==> src/rtl/mem_arb_pkg.sv <==
// mem_arb_pkg
//   Shared definitions for the memory port arbiter: the ownership state
//   encoding, the select-line constants and the byte-strobe width.
//   Build option: ARB_ROUND_ROBIN_EN (see mem_port_arbiter.sv).
package mem_arb_pkg;

    typedef enum logic [1:0] {
        IDLE  = 2'd0,
        OWN_I = 2'd1,
        OWN_D = 2'd2
    } arb_state_e;

    localparam logic SEL_IF = 1'b0;
    localparam logic SEL_D  = 1'b1;
    localparam int   STRB_W = 4;

endpackage

==> src/rtl/mem_port_arbiter_arb_pick.sv <==
// arb_pick
//   Combinational winner selection between fetch and data requests.
//   Without ARB_ROUND_ROBIN_EN data always beats fetch on a tie. With
//   ARB_ROUND_ROBIN_EN a tie goes to the requester not served last.
//   Ports:
//     if_req_i  fetch request
//     d_req_i   data request
//     last_i    last-served owner (ARB_ROUND_ROBIN_EN builds only)
//     valid_o   at least one request pending
//     grant_o   winner: SEL_IF or SEL_D
module arb_pick
    import mem_arb_pkg::*;
(
    input  logic if_req_i,
    input  logic d_req_i,
`ifdef ARB_ROUND_ROBIN_EN
    input  logic last_i,
`endif
    output logic valid_o,
    output logic grant_o
);

    assign valid_o = if_req_i | d_req_i;

`ifdef ARB_ROUND_ROBIN_EN
    always_comb begin
        grant_o = d_req_i ? SEL_D : SEL_IF;
        if (if_req_i && d_req_i) begin
            grant_o = ~last_i;
        end
    end
`else
    assign grant_o = d_req_i ? SEL_D : SEL_IF;
`endif

endmodule

==> src/rtl/mux2_32.sv <==
// mux2_32
//   Generic 2:1 mux, 32 bits wide by default, used to steer the memory
//   address from either requester.
//   Ports:
//     a0_i  selected when s_i = 0
//     a1_i  selected when s_i = 1
//     s_i   select
//     y_o   mux output
module mux2_32 #(
    parameter int W = 32
) (
    input  logic [W-1:0] a0_i,
    input  logic [W-1:0] a1_i,
    input  logic         s_i,
    output logic [W-1:0] y_o
);

    assign y_o = s_i ? a1_i : a0_i;

endmodule

==> src/rtl/mem_port_arbiter.sv <==
// mem_port_arbiter
//   Shares one memory port between instruction fetch and the load/store
//   unit. A winner is picked in IDLE, ownership is held until mem_ack,
//   and the ack is routed back to the owner in the same cycle. Every
//   transaction passes through IDLE, so throughput is at most one access
//   per two cycles.
//   Build option: ARB_ROUND_ROBIN_EN enables round-robin tie breaking.
//   Ports:
//     clk, rst                     clock, async active-high reset
//     if_req/if_addr/if_ack        fetch request channel
//     d_req/d_we/d_addr/d_wdata/d_wstrb/d_ack   data request channel
//     rdata                        read data, passthrough of mem_rdata
//     mem_req/mem_we/mem_addr/mem_wdata/mem_wstrb  memory request
//     mem_ack/mem_rdata            memory response
//     sel                          registered owner, 0 = fetch, 1 = data
module mem_port_arbiter
    import mem_arb_pkg::*;
#(
    parameter int ADDR_W = 32,
    parameter int DATA_W = 32
) (
    input  logic              clk,
    input  logic              rst,
    input  logic              if_req,
    input  logic [ADDR_W-1:0] if_addr,
    output logic              if_ack,
    input  logic              d_req,
    input  logic              d_we,
    input  logic [ADDR_W-1:0] d_addr,
    input  logic [DATA_W-1:0] d_wdata,
    input  logic [STRB_W-1:0] d_wstrb,
    output logic              d_ack,
    output logic [DATA_W-1:0] rdata,
    output logic              mem_req,
    output logic              mem_we,
    output logic [ADDR_W-1:0] mem_addr,
    output logic [DATA_W-1:0] mem_wdata,
    output logic [STRB_W-1:0] mem_wstrb,
    input  logic              mem_ack,
    input  logic [DATA_W-1:0] mem_rdata,
    output logic              sel
);

    arb_state_e state_q, state_d;
    logic       sel_q, sel_d;
    logic       pick_valid, pick_grant;
    logic       own;

`ifdef ARB_ROUND_ROBIN_EN
    logic last_q, last_d;
`endif

    arb_pick u_pick (
        .if_req_i (if_req),
        .d_req_i  (d_req),
`ifdef ARB_ROUND_ROBIN_EN
        .last_i   (last_q),
`endif
        .valid_o  (pick_valid),
        .grant_o  (pick_grant)
    );

    always_ff @(posedge clk or posedge rst) begin
        if (rst) begin
            state_q <= IDLE;
            sel_q   <= SEL_IF;
        end else begin
            state_q <= state_d;
            sel_q   <= sel_d;
        end
    end

    always_comb begin
        state_d = state_q;
        sel_d   = sel_q;
        case (state_q)
            IDLE: begin
                if (pick_valid) begin
                    state_d = (pick_grant == SEL_D) ? OWN_D : OWN_I;
                    sel_d   = pick_grant;
                end
            end
            // A requester dropping req here is ignored; only mem_ack ends ownership.
            OWN_I, OWN_D: begin
                if (mem_ack) state_d = IDLE;
            end
            default: state_d = IDLE;
        endcase
    end

`ifdef ARB_ROUND_ROBIN_EN
    // Reset to fetch-served so the first tie goes to data.
    always_ff @(posedge clk or posedge rst) begin
        if (rst) last_q <= SEL_IF;
        else     last_q <= last_d;
    end

    always_comb begin
        last_d = last_q;
        if (d_ack)       last_d = SEL_D;
        else if (if_ack) last_d = SEL_IF;
    end
`endif

    assign own       = (state_q != IDLE);
    assign mem_req   = own;
    // sel holds its value through IDLE, so write controls are also gated by ownership.
    assign mem_we    = own & (sel_q == SEL_D) & d_we;
    assign mem_wstrb = (own && sel_q == SEL_D) ? d_wstrb : '0;
    assign mem_wdata = d_wdata;
    assign if_ack    = (state_q == OWN_I) & mem_ack;
    assign d_ack     = (state_q == OWN_D) & mem_ack;
    assign rdata     = mem_rdata;
    assign sel       = sel_q;

    mux2_32 #(.W(ADDR_W)) u_addr_mux (
        .a0_i (if_addr),
        .a1_i (d_addr),
        .s_i  (sel_q),
        .y_o  (mem_addr)
    );

endmodule

==> config.mk <==
export PLATFORM = sky130hd
export DESIGN_NAME = mem_port_arbiter
export DESIGN_NICKNAME = d
export VERILOG_FILES = /design/src/rtl/mem_arb_pkg.sv /design/src/rtl/mem_port_arbiter_arb_pick.sv /design/src/rtl/mux2_32.sv /design/src/rtl/mem_port_arbiter.sv
export SDC_FILE = /design/constraint.sdc
export NUM_CORES = 1
export LEC_CHECK = 0
export ABC_AREA = 1
export CORE_AREA = 2 2 94 96
export CTS_BUF_LIST = sky130_fd_sc_hd__clkbuf_2 sky130_fd_sc_hd__clkbuf_4 sky130_fd_sc_hd__clkbuf_8
export DETAILED_ROUTE_END_ITERATION = 8
export DIE_AREA = 0 0 96 98
export GPL_ROUTABILITY_DRIVEN = 0
export HOLD_SLACK_MARGIN = 0.08
export PLACE_DENSITY = 0.67
export SETUP_SLACK_MARGIN = 0.1
export SLEW_MARGIN = 5
export SYNTH_ARGS = -nofsm -noshare
export SYNTH_HDL_FRONTEND = slang
export SYNTH_SLANG_ARGS = --single-unit
==> constraint.sdc <==
create_clock -name clk -period 1.2 [get_ports clk]
set_input_delay 0.24 -clock clk [delete_from_list [all_inputs] [get_ports clk]]
set_output_delay 0.24 -clock clk [all_outputs]
set_load 0.05 [all_outputs]
==> run summary, run 1 <==
The tool flagged a number of max-cap violations equal to 0. The critical register-to-register path startpoint is state_q[0]. Buffers inserted during clock tree synthesis total 3. Worst-case reg-to-reg path depth: 9.

The logs give 0 for the number of hold-repair buffers added at the cts stage and 82.9% for the tightest slew margin relative to the limit. The routed via count was 1,432; the register clock-pin slew on the reported worst setup and hold paths was 0.03 ns. After legalization and detailed placement, the total HPWL measured 3610 um. The number of global-route vias before repair came out at 1,498. The peak ir drop on the vdd network was 1.44 mV. Relative to the synthesized area, the layout overhead comes to 171%. 243 I/O pins were placed.

The detail route stage leaves a number of antenna-violating nets equal to 0. The number of placement rows was 34; the H-tree depth was 1. The logs give 0 for the count of final max-slew check failures and 0.22 ns for the source-to-sink clock delay at the later pin of the worst-skew pair.

TritonCTS built the clock tree. In this run the horizontal extent of the chip is 96 um. The tools report the number of failing hold endpoints at the final stage as 0. Of the cells placed in the final design, the portion with a size suffix greater than 1 is 56.8%. The first global-routing pass estimated 7040 um of wire. The tools report the leakage power of the design as 1.44 nW. The library cells used most frequently in the layout, excluding fill and tap cells, are clkdlybuf4s50_1, buf_12, nand2_4. The top cell type by area accounts for 41.4% of the synthesized area. The synthesized flop and latch total was 3. For this block, the routed nets add up to 4790 um of wire.

The run gives 8470 um2 as the area of the core. Clock tree synthesis selected as its root buffer the cell clkbuf_8. The class of the tightest hold or removal check is in2async.

The highest net fanout along the worst path is 5, and the initial cell density of the core is 14.4%. The power density over the cells was 2700 nW/um2; the number of buffers inserted by port buffering was 114. After the flow finishes, the layout carries non-filler instances totaling 386.

The final reports fail on setup timing. Static timing analysis puts the maximum clock frequency at 651 MHz. Entering global routing, the biggest net connects 18 pins. STA classifies the critical path endpoint as an output pin.

Summing all placed instances gives a cell area of 2820 um2. For the placed cell count, the log shows 370. The final setup slack of the worst path was -0.336 ns. The logs give 6.17% for the sequential share of the synthesized area and 3300 um2 for the area of all placed cells without fillers. The count of antenna diodes in the layout is 0. In the post-synthesis netlist, the biggest area contributors are buf_4, nand2_1, dfrtp_1.

Total nets after synthesis: 353. Synthesis produced 211 cells. Most common cell after layout, fill and taps aside: clkdlybuf4s50_1. The logs give 0 for the initial antenna violation count and 858 for the count of filler cells inserted in the layout. In this run the deepest clock path goes through 2 buffers. The average size of a mapped cell is 5.76 um2. In this run the cell area of the synthesized design comes to 1220 um2. Data on the critical path arrives at its endpoint at 1.30 ns.

The register-to-register setup slack is -0.07 ns. Aggregate global-route resource usage: 9.58%. Of the available clock period, the critical path in the final layout requires 128%. The setup slack at placement is -0.165 ns.

The largest total area in the synthesized netlist belongs to buf_4. Setup repair after global routing could not meet its margin everywhere. Critical setup path kind: reg2out. The total power was 8.89 mW; the final routed DRC violation total was 0.

The number of search-and-repair iterations in the first detailed-routing pass was 2. The final critical delay including setup and external delays works out to 1.54 ns. After the first detailed-routing iteration, the DRC count stood at 11. The remaining global-route overflow came out at 0. For the pin with the worst max-slew slack, the measured transition is 0.256 ns. On the final layout, the worst clock skew is 0.0000226 ns. The number of nets at the end of the flow was 421.

The flow ran to the end, but the final reports show violations. The run gives 3 as the clock sink count. Final-report setup violation count: 44. The floorplan step set the die height to 98 um. For this run, the number of Yosys warnings is 0.

STA classifies the critical path startpoint as a flop. The floorplan step defined a die boundary enclosing 9410 um2. The average via count per standard cell came out at 3.71. The total negative slack was -12.08 ns; the number of different library cells in the post-synthesis netlist was 14.

The worst register-to-register path ends at state_q[0]. STA puts the critical path data required time at 0.96 ns. The wire length per cell came out at 12.4 um.
==> metrics by stage <==
stage | hold WS [ns] | utilization [%]
CTS | 0.274 | 37.1
global placement | 0.480 | 33.3
detailed placement | 0.480 | 33.3
finish | 0.253 | 38.9
global route | 0.282 | 38.9
floorplan | -0.00642 | -
==> report_power, final <==
group	switching (mW)	leakage [nW]	internal (mW)	total, mW
Clock	0.0655	0.0262	0.249	0.314
Combinational	4.52	1.38	3.83	8.34
Sequential	0.0868	0.0358	0.148	0.235
==> metal layers <==
metal | share of wire [%] | GRT usage, % | vias up
li1 | - | - | 689
met1 | 33 | 9.51 | 637
met4 | 1.7 | 3.08 | 0
met3 | 12 | 4.48 | 14
met2 | 53 | 17.3 | 92
met5 | 0 | 0 | -
==> kinds of logic after synthesis <==
family | synth area share [%]
compound gates | 0.822
fa+ha+maj | 4.12
buf+inv | 50.6
flops | 6.17
simple gates | 38.3
==> critical path, stage by stage, from the launching register on <==
cell        delay, ns
dfrtp_1          0.37
inv_2            0.09
ha_4             0.15
clkinvlp_4       0.13
nand2_8          0.14
nor2_4           0.05
buf_12           0.14
==> flip-flops by register name, indices dropped and copies added, names as in the netlist <==
name     flops
sel          1
state_q      2
==> worst max-delay path by stage <==
stage | endpoint | startpoint | depth (start not counted) | slack (ns)
final | mem_we | state_q[0] | 6 | -0.34
after floorplan | mem_we | state_q[1] | 5 | -0.28
after global placement | mem_we | state_q[0] | 6 | -0.13
after global routing | mem_wstrb[0] | state_q[0] | 6 | -0.40
after CTS | mem_we | state_q[1] | 6 | -0.38
after detailed placement | mem_we | state_q[0] | 6 | -0.17
==> cells in the mapped netlist, drive strengths merged <==
master / instances
nor2: 6
a21oi: 1
o21ai: 1
buf: 71
dfrtp: 3
nand3b: 1
nand3: 1
nand2: 108
ha: 4
inv: 15
==> layout make-up <==
class / count / area (um2) / area share, %
repair buffers: 131 / 1750 / 53.2
multi-input cells: 122 / 1140 / 34.7
well taps: 108 / 135 / 4.10
inverters: 15 / 80.1 / 2.43
flip-flops and latches: 3 / 76.3 / 2.32
repair inverters: 3 / 57.6 / 1.75
clock buffers: 4 / 48.8 / 1.48
==> repair_timing <==
item | 4_1_cts | 5_1_grt
resized for setup | 40 | 33
endpoints found under the setup margin | 43 | 44
gates cloned | 2 | 1
buffers inserted | 7 | 2
pin swaps | 16 | 7
Power figures use the tool's default switching activity.
==> run 2: changes to the inputs <==
--- a/config.mk
+++ b/config.mk
@@ -12,7 +12,7 @@
 export DIE_AREA = 0 0 96 98
 export GPL_ROUTABILITY_DRIVEN = 0
 export HOLD_SLACK_MARGIN = 0.08
-export PLACE_DENSITY = 0.67
+export PLACE_DENSITY_LB_ADDON = 0.08
 export SETUP_SLACK_MARGIN = 0.1
 export SLEW_MARGIN = 5
 export SYNTH_ARGS = -nofsm -noshare
==> run summary, run 2 (same netlist as run 1, synthesis figures left out) <==
The highest net fanout along the worst path works out to 5 (unchanged). The final HPWL from detailed placement came out at 3680 um (was 3610 um). The most common cell after layout, fill and taps aside is clkdlybuf4s50_1 (unchanged). The register clock-pin slew on the reported worst setup and hold paths was 0.03 ns (about the same); the final-report setup violation count was 41 (was 44). The initial detailed-routing violation count was 5 (was 11); the clock sink count was 3 (unchanged). The number of nets at the end of the flow is 418 (was 421), and the aggregate global-route resource usage is 9.28% (was 9.58%). For the total power, the log shows 8.93 mW (was 8.89 mW). Number of buffers inserted during clock tree synthesis: 3 (unchanged). The run gives 7040 um (about the same) as the wire length of the first global-routing pass. Setup repair after global routing could not meet its margin everywhere. The run gives 1,442 (was 1,432) as the routed via count. Die span in x: 96 um (unchanged). The register with the most flip-flops is state_q (unchanged).

The run gives 0.000453 ns (was 0.0000226 ns) as the clock skew after layout. The critical path data arrival time came out at 1.28 ns (was 1.30 ns). The tools report the critical path startpoint category as a flop (unchanged). The number of hold-repair buffers added at the cts stage came out at 0 (unchanged).

The share of layout cells above drive strength 1 works out to 57.5% (was 56.8%). The transition time at the pin with the least slew margin is 0.269 ns (was 0.256 ns), and the final setup slack of the worst path is -0.318 ns (was -0.336 ns). The tools report the sum of routed wire length over all layers as 4500 um (was 4790 um). The area of the core was 8470 um2 (unchanged); the number of failing hold endpoints at the final stage was 0 (unchanged). The tools report the maximum number of pins on one net before global-route repair as 18 (unchanged). The number of buffers inserted by port buffering was 114 (unchanged). The number of global-route vias before repair is 1,450 (was 1,498), and the worst endpoint required time is 0.96 ns (about the same). Critical setup path kind: reg2out (unchanged). The total negative slack is -11.29 ns (was -12.08 ns), and the count of filler cells inserted in the layout is 854 (was 858). The class of the tightest hold or removal check is in2async (unchanged). The count of antenna diodes in the layout is 0 (unchanged), and the buffer depth of the longest clock path is 2 (unchanged). For the peak clock frequency supported by timing, the log shows 659 MHz (was 651 MHz). Nature of the critical path endpoint: an output pin (unchanged). For the number of search-and-repair iterations in the first detailed-routing pass, the log shows 4 (was 2). Root cell of the clock tree: clkbuf_8 (unchanged). The critical register-to-register path startpoint was state_q[1] (was state_q[0]).

The tools report the source-to-sink clock delay at the later pin of the worst-skew pair as 0.21 ns (was 0.22 ns). Power density over the cells: 2670 nW/um2 (was 2700 nW/um2). The count of final max-slew check failures is 0 (unchanged). The tools report the peak ir drop on the vdd network as 0.990 mV (was 1.44 mV). The average via count per standard cell is 3.77 (was 3.71), and the number of flip-flops in the largest register is 2 (unchanged).

The leakage power of the design was 1.55 nW (was 1.44 nW); the final critical delay including setup and external delays was 1.52 ns (was 1.54 ns). The number of placement rows was 34 (unchanged); the remaining global-route overflow was 0 (unchanged). The tools report the count of pins on the block boundary as 243 (unchanged). The flow ran to the end, but the final reports show violations. The vertical die dimension is 98 um (unchanged), and the initial antenna violation count is 0 (unchanged). The beginning of the critical path was state_q[0] (unchanged). The tools report the die footprint as 9410 um2 (unchanged). Failing checks: setup timing (unchanged). The post-detailed-route count of antenna-violating nets was 0 (unchanged); the initial cell density of the core was 14.4% (unchanged). The max-capacitance violation count came out at 0 (unchanged). The area overhead of the layout relative to synthesis was 175% (was 171%). The tools report the tightest slew margin relative to the limit as 81.9% (was 82.9%). TritonCTS built the clock tree. The wire length per cell came out at 11.7 um (was 12.4 um). The run gives 1 (unchanged) as the H-tree depth. Commonest cells after routing, fill and taps aside: clkdlybuf4s50_1, nand2_4, buf_12 (was clkdlybuf4s50_1, buf_12, nand2_4). The final cycle utilization of the critical path is 127% (was 128%). The final routed DRC violation total is 0 (unchanged).
## run 2: changes by cell type in the layout (fill, tap and decap cells not counted), sizes merged
cell,before,now
inv,14,12
buf,58,57
clkbuf,4,5
clkinv,1,0
## run 2: report_power, final
group | total, mW | leakage, nW | internal, mW | switching [mW]
Clock | 0.310 | 0.0262 | 0.249 | 0.0615
Combinational | 8.39 | 1.49 | 3.93 | 4.47
Sequential | 0.225 | 0.0358 | 0.149 | 0.0764
Total | 8.93 | 1.55 | 4.32 | 4.61
## run 2: layout make-up
cell class / instances / area [um2] / area share (%)
Clock buffer: 4 / 48.8 / 1.46
Tap cell: 108 / 135 / 4.05
Multi-Input combinational cell: 122 / 1210 / 36.4
Sequential cell: 3 / 76.3 / 2.29
Timing Repair Buffer: 131 / 1790 / 53.6
Inverter: 15 / 75.1 / 2.25
## run 2: timing repair
action | 4_1_cts | 5_1_grt
setup endpoints to repair | 43 | 44
hold endpoints to repair | 0 | 0
pin swaps | 14 | 9
gates resized for setup | 54 | 23
cloned | 0 | 1
buffers inserted | 1 | 2
## run 2: critical path, stage by stage (launching register included)
cell	delay (ns)
dfrtp_1	0.39
inv_2	0.09
ha_4	0.15
clkinvlp_4	0.13
nand2_8	0.13
nor2_4	0.05
buf_12	0.14
## run 2: per-stage QoR
step | std cells | hold WS, ns | setup WS (ns) | area [um2] | util, %
6_report | 383 | 0.222 | -0.318 | 3340 | 39.4
5_1_grt | 383 | 0.259 | -0.374 | 3340 | 39.4
4_1_cts | 380 | 0.245 | -0.315 | 3200 | 37.8
3_5_place_dp | 375 | 0.462 | -0.145 | 2910 | 34.4
3_3_place_gp | 375 | 0.450 | -0.134 | 2910 | 34.4
2_1_floorplan | 211 | -0.00642 | -0.282 | 1640 | -
## run 2: path summary, 6_finish.rpt
check | end | slack [ns] | cells past startpoint
max | mem_wstrb[1] | -0.32 | 6
min | sel | 0.22 | 2
max reg2reg | state_q[1] | 0.03 | 8
min reg2reg | state_q[0] | 0.63 | 3
max in group asynchronous | sel | 0.83 | 2
min in group clk | rdata[21] | 0.48 | 0
## run 2: per-layer routing
layer	global-route usage, %	vias to the layer above	part of all wire, %
li1	-	683	-
met1	10.6	643	36
met2	15.3	88	49
met3	3.40	28	11
met4	3.96	0	4.0
met5	0	-	0
